## src/rtl/fetch_sequence_q.sv

```systemverilog
// rtl/fetch_sequence_q.sv - fetch PC sequencer with miss/uncached locking, BTB redirect and output queue
// Issues fetch PCs, tracks one F1 stage, and queues hit PCs with fetch ids toward decode.
module fetch_sequence_q #(
  parameter logic [31:0] STARTUP_PC = 32'h8000_0000,
  parameter int          FID_W      = 8,
  parameter int          QDEPTH     = 4,
  parameter int          QAW        = 2
) (
  input  logic             clk,
  input  logic             resetn,
  input  logic             bco_valid,
  input  logic [31:0]      bco_target,
  input  logic             snoop_hit,
  input  logic [31:0]      snoop_addr,
  input  logic             cache_hit,
  input  logic             cache_uncached,
  input  logic             cache_refilled_hit,
  input  logic             cache_uncached_done,
  input  logic             bp_valid,
  input  logic             bp_taken,
  input  logic             bp_hit,
  input  logic [31:0]      bp_target,
  output logic             cctrl_miss,
  output logic             cctrl_uncached,
  output logic [31:0]      pc_vaddr,
  output logic [31:0]      pc_paddr,
  output logic             pc_uncached,
  output logic             pc_valid,
  output logic             o_valid,
  input  logic             o_ready,
  output logic [31:0]      o_pc_vaddr,
  output logic [FID_W-1:0] o_pc_fid,
  output logic             o_pc_bp_taken,
  output logic [QAW:0]     o_count
);

  localparam int CW = QAW + 1;

  typedef enum logic {SEQ, LOCKED} state_e;

  state_e             state_q;
  logic [31:0]        pc0_q;
  logic [31:0]        f1_pc_q;
  logic [FID_W-1:0]   fid_q;
  logic [FID_W-1:0]   f1_fid_q;
  logic               f1_valid_q;
  logic               cctrl_miss_q;
  logic               cctrl_uncached_q;
  logic [31:0]        q_pc_q  [QDEPTH];
  logic [FID_W-1:0]   q_fid_q [QDEPTH];
  logic [QDEPTH-1:0]  q_bp_q;
  logic [QAW-1:0]     wr_ptr_q;
  logic [QAW-1:0]     rd_ptr_q;
  logic [CW-1:0]      count_q;

  logic               redirect;
  logic [31:0]        redirect_pc;
  logic               pred_taken;
  logic               f1_hit;
  logic               f1_miss;
  logic               lock_done;
  logic               issue;
  logic               push;
  logic               pop;
  logic [31:0]        push_pc;
  logic [31:0]        pc_seq_d;

  assign redirect    = snoop_hit | bco_valid;
  assign redirect_pc = snoop_hit ? snoop_addr : bco_target;
  assign pred_taken  = bp_valid & bp_hit & bp_taken;
  assign f1_hit      = (state_q == SEQ) & f1_valid_q & cache_hit;
  assign f1_miss     = (state_q == SEQ) & f1_valid_q & ~cache_hit;
  assign lock_done   = (state_q == LOCKED) & (cache_refilled_hit | cache_uncached_done);
  assign pc_seq_d    = pc0_q + 32'd4;

  // Credit counts the in-flight F1 slot so a locked PC always finds room on completion.
  assign issue = resetn & (state_q == SEQ) &
                 (({1'b0, count_q} + (CW+1)'(f1_valid_q)) < (CW+1)'(QDEPTH));

  assign push    = ~redirect & (f1_hit | lock_done);
  assign pop     = ~redirect & o_ready & (count_q != '0);
  assign push_pc = lock_done ? pc0_q : f1_pc_q;

  always_ff @(posedge clk or negedge resetn) begin
    if (!resetn) begin
      state_q          <= SEQ;
      pc0_q            <= STARTUP_PC;
      f1_pc_q          <= '0;
      fid_q            <= '0;
      f1_fid_q         <= '0;
      f1_valid_q       <= 1'b0;
      cctrl_miss_q     <= 1'b0;
      cctrl_uncached_q <= 1'b0;
      q_bp_q           <= '0;
      wr_ptr_q         <= '0;
      rd_ptr_q         <= '0;
      count_q          <= '0;
      for (int i = 0; i < QDEPTH; i++) begin
        q_pc_q[i]  <= '0;
        q_fid_q[i] <= '0;
      end
    end else if (redirect) begin
      state_q          <= SEQ;
      pc0_q            <= redirect_pc;
      f1_valid_q       <= 1'b0;
      cctrl_miss_q     <= 1'b0;
      cctrl_uncached_q <= 1'b0;
      wr_ptr_q         <= '0;
      rd_ptr_q         <= '0;
      count_q          <= '0;
    end else begin
      if (push) begin
        q_pc_q[wr_ptr_q]  <= push_pc;
        q_fid_q[wr_ptr_q] <= f1_fid_q;
        q_bp_q[wr_ptr_q]  <= pred_taken;
        wr_ptr_q          <= wr_ptr_q + 1'b1;
      end
      if (pop) rd_ptr_q <= rd_ptr_q + 1'b1;
      count_q <= count_q + CW'(push) - CW'(pop);

      case (state_q)
        SEQ: begin
          if (f1_miss) begin
            // F1 fid stays in f1_fid_q for the eventual push; the same-cycle F0 issue is dropped.
            state_q          <= LOCKED;
            pc0_q            <= f1_pc_q;
            f1_valid_q       <= 1'b0;
            cctrl_miss_q     <= ~cache_uncached;
            cctrl_uncached_q <= cache_uncached;
          end else begin
            f1_valid_q <= issue;
            if (issue) begin
              f1_pc_q  <= pc0_q;
              f1_fid_q <= fid_q;
              fid_q    <= fid_q + 1'b1;
            end
            if (f1_hit && pred_taken) pc0_q <= bp_target;
            else if (issue)           pc0_q <= pc_seq_d;
          end
        end
        LOCKED: begin
          if (lock_done) begin
            state_q          <= SEQ;
            cctrl_miss_q     <= 1'b0;
            cctrl_uncached_q <= 1'b0;
            pc0_q            <= pred_taken ? bp_target : pc_seq_d;
          end
        end
        default: state_q <= SEQ;
      endcase
    end
  end

  assert property (@(posedge clk) disable iff (!resetn) !(push && count_q == CW'(QDEPTH)));

  // kseg0/kseg1 map to physical by dropping the top three bits; kseg1 is uncached.
  assign pc_vaddr       = pc0_q;
  assign pc_paddr       = (pc0_q[31:30] == 2'b10) ? {3'b000, pc0_q[28:0]} : pc0_q;
  assign pc_uncached    = (pc0_q[31:29] == 3'b101);
  assign pc_valid       = issue;
  assign cctrl_miss     = cctrl_miss_q;
  assign cctrl_uncached = cctrl_uncached_q;
  assign o_valid        = (count_q != '0);
  assign o_pc_vaddr     = q_pc_q[rd_ptr_q];
  assign o_pc_fid       = q_fid_q[rd_ptr_q];
  assign o_pc_bp_taken  = q_bp_q[rd_ptr_q];
  assign o_count        = count_q;

endmodule

```

## config.mk

```make
export PLATFORM = sky130hd
export DESIGN_NAME = fetch_sequence_q
export DESIGN_NICKNAME = d
export VERILOG_FILES = /design/src/rtl/fetch_sequence_q.sv
export SDC_FILE = /design/constraint.sdc
export NUM_CORES = 1
export LEC_CHECK = 0
export ABC_CLOCK_PERIOD_IN_PS = 3850
export CAP_MARGIN = 20
export CORE_ASPECT_RATIO = 0.5
export CORE_MARGIN = 2
export CORE_UTILIZATION = 40
export CTS_CLUSTER_DIAMETER = 200
export DETAILED_ROUTE_END_ITERATION = 10
export GPL_TIMING_DRIVEN = 0
export SYNTH_ARGS = -nofsm -noshare
export SYNTH_HDL_FRONTEND = slang
export SYNTH_SLANG_ARGS = --single-unit
```

## constraint.sdc

```tcl
create_clock -name clk -period 3.85 [get_ports clk]
set_input_delay 0.5775 -clock clk [delete_from_list [all_inputs] [get_ports clk]]
set_output_delay 0.5775 -clock clk [all_outputs]
set_load 0.01 [all_outputs]
```

==> reports/metrics.cfg <==
[status]
status = complete, no violations

[clock_tree]
max-clock-path-buffers = 3
clk_latency_ns = 0.56
numCtsBuffers = 25
root_buffer = clkbuf_16
h-tree-depth = 1
clk_pin_slew_ns = 0.07
cts_tree = yes
post_cts_buffers = 0
cts_sinks = 255

[setup_path]
crit_arrival_ns = 2.86
end_kind = output pin
crit_chain = dlygate4sd3_1 > buf_8 > buf_16 > o2111a_1 > clkdlybuf4s50_1
cp-startpoint = resetn
r2r-start = state_q$_DFF_PN0_
critical_path.slowest_cell = clkdlybuf4s50_1
path_buf_inv = 4
max_stage_delay_ns = 0.59
cp.required_ns = 3.27
cp_top_family = buffers and inverters
startpoint_type = primary input
cp_max_fo = 113
critPathKind = primary input to output pin
rrSetupSlack_ns = 1.02

[yosys]
post-synth-top-count-cell = dfrtp_1
async_reset_ff_frac = 1.00
synth_commonest_cells = dfrtp_1, nand2_1, o21ai_0, mux2_2, clkbuf_1
synthFlopType = dfrtp_1
synthesis.instances = 1138
yosys-top-cells-area = dfrtp_1, mux4_2, mux2_2
netlist_area_um2 = 12500
seq_area_frac_synth = 0.509
yosysUniqueCellTypes = 61
ys_ff_latch = 255
synth_nets = 1256
ys_warn_count = 0
synth_edf_count = 0
synth_top_area_cell = dfrtp_1
avgSynthCellArea_um2 = 11.0
synth_top_area_share = 0.507

[timing]
finalSetupViolations = 0
hold_viol = 0
slew_headroom = 0.444
maxSlewViolCount = 0
min_period_ns = 3.44
timing.hold.ws_ns = 0.424
worst_slew_pin_slew_ns = 0.834
fin_crit_sh = 0.892
fin_worst_skew_ns = 0.0122
max_freq_ghz = 0.291
timing.setup.tns_ns = 0
worst_slack_ns = 0.415
rsz0062_at_grt = no

[die]
num_rows = 45
die-area_um2 = 32900
ioPinCount = 221
core-area_um2 = 30600
die_y_um = 129
initial_core_util = 0.410
die_w_um = 254

[drt]
viasPerCell = 5.74
first_pass_iters = 5
wl_per_cell_um = 23.2
drt-initial-drc-count = 1130
vias = 10500
drc = 0
drtAntennaViolNets = 0
routed_wl_um = 42400

[flow_run]
maxCapViolations = 0

[placed_design]
place_ws_ns = 0.385
dp_hpwl_um = 30400
place_congestion = 0.899
place_inst = 1782
portBuffers = 219

[global_route]
grtUsageTotal = 0.262
antenna_found_initial = 0
grt_pass1_wl_um = 64800
grt-ovfl-total = 0
grt_pass1_vias = 10700
grt_max_degree = 130

[cells_and_area]
final_net_count = 1506
diodes = 0
drive_above_1_share = 0.162
final_cells = 1829
area_delta_synth_final_pct = 29.1

[pwr]
powerDensity_nw_per_um2 = 456
ir_worst_vdd_mv = 0.299
p_leak_nw = 6.97
p_total_mw = 7.38

[worst_hold_path]
hp-class = primary input to async pin

routing by layer:
metal,global-route usage,part of all wire,up-vias
li1,-,-,4649
met1,0.366,0.45,5406
met2,0.419,0.47,362
met3,0.0468,0.059,73
met4,0.0789,0.028,0
met5,0,0,-
power by group:
group	leakage, nW	total, mW	internal (mW)	switching [mW]
Clock	0.425	2.57	1.47	1.10
Combinational	3.14	1.56	0.823	0.739
Sequential	3.41	3.25	2.96	0.296
Total	6.97	7.38	5.25	2.13
through the flow:
step | util | instance area (um^2)
6_report | 0.530 | 16200
5_1_grt | 0.530 | 16200
4_1_cts | 0.529 | 16200
3_5_place_dp | 0.501 | 15300
3_3_place_gp | 0.499 | 15300
2_1_floorplan | - | 12500
flip-flops by register name (all words and copies together), names as in the netlist:
| register | count |
|---|---|
| q_pc_q | 128 |
| f1_pc_q | 32 |
| pc_vaddr | 32 |
| q_fid_q | 32 |
| f1_fid_q | 8 |
| fid_q | 8 |
| q_bp_q | 4 |
| o_count | 3 |
| rd_ptr_q | 2 |
| wr_ptr_q | 2 |
| cctrl_miss | 1 |
| cctrl_uncached | 1 |
| f1_valid_q | 1 |
| state_q | 1 |
cell families after synthesis:
group / Yosys count / synth area share
buffers and inverters: 137 / 0.0545
AO/OA/AOI/OAI: 304 / 0.158
multiplexers: 138 / 0.158
flip-flops: 255 / 0.509
AND/OR/NAND/NOR: 280 / 0.0998
XOR/XNOR: 14 / 0.00978
adder cells (fa/ha/maj): 10 / 0.0106
layout make-up:
type / count / area, um^2
Inverter: 17 / 63.8
Buffer: 120 / 621
Fill cell: 2790 / 14400
Tap cell: 423 / 529
Sequential cell: 255 / 6380
Timing Repair Buffer: 223 / 2270
Clock buffer: 36 / 737
Multi-Input combinational cell: 746 / 5470
Clock inverter: 9 / 110
path summary, 6_finish.rpt:
| check | cells past startpoint | end |
|---|---|---|
| max in group asynchronous | 4 | q_pc_q[14]$_DFFE_PN0P_ |
| min | 2 | f1_pc_q[21]$_DFFE_PN0P_ |
| max reg2reg | 8 | q_fid_q[13]$_DFFE_PN0P_ |
| min reg2reg | 2 | q_pc_q[35]$_DFFE_PN0P_ |
| max | 5 | pc_valid |
| min in group clk | 2 | q_pc_q[35]$_DFFE_PN0P_ |
timing repair:
| item | 4_1_cts | 5_1_grt |
|---|---|---|
| hold buffers | 1 | 0 |
| endpoints found under the hold margin | 15 | 0 |
| resized for setup | 0 | 2 |
| endpoints found under the setup margin | 0 | 5 |
layout by cell type, fill, tap and decap left out, types with 8 or more instances in the layout:
| cell type | Yosys | routed |
|---|---|---|
| mux4_2 | 41 | 41 |
| nand3_1 | 21 | 21 |
| nand4_1 | 10 | 10 |
| dfrtp_1 | 254 | 254 |
| mux2i_1 | 24 | 24 |
| o22ai_1 | 9 | 9 |
| buf_2 | 26 | 26 |
| clkbuf_1 | 56 | 60 |
| clkbuf_16 | 0 | 25 |
| a221oi_1 | 17 | 17 |
| and4_1 | 8 | 8 |
| a21oi_1 | 26 | 26 |
| a22o_1 | 31 | 31 |
| a222oi_1 | 15 | 15 |
| mux2_2 | 73 | 73 |
| inv_1 | 17 | 17 |
| xnor2_1 | 10 | 10 |
| nand2_1 | 171 | 171 |
| o21ai_0 | 149 | 149 |
| ha_1 | 9 | 9 |
| and3_1 | 9 | 9 |
| nor2_1 | 30 | 30 |
| o41ai_1 | 9 | 9 |
| buf_4 | 30 | 30 |
| clkdlybuf4s50_1 | 0 | 218 |
(Power assumes the default switching activity.)
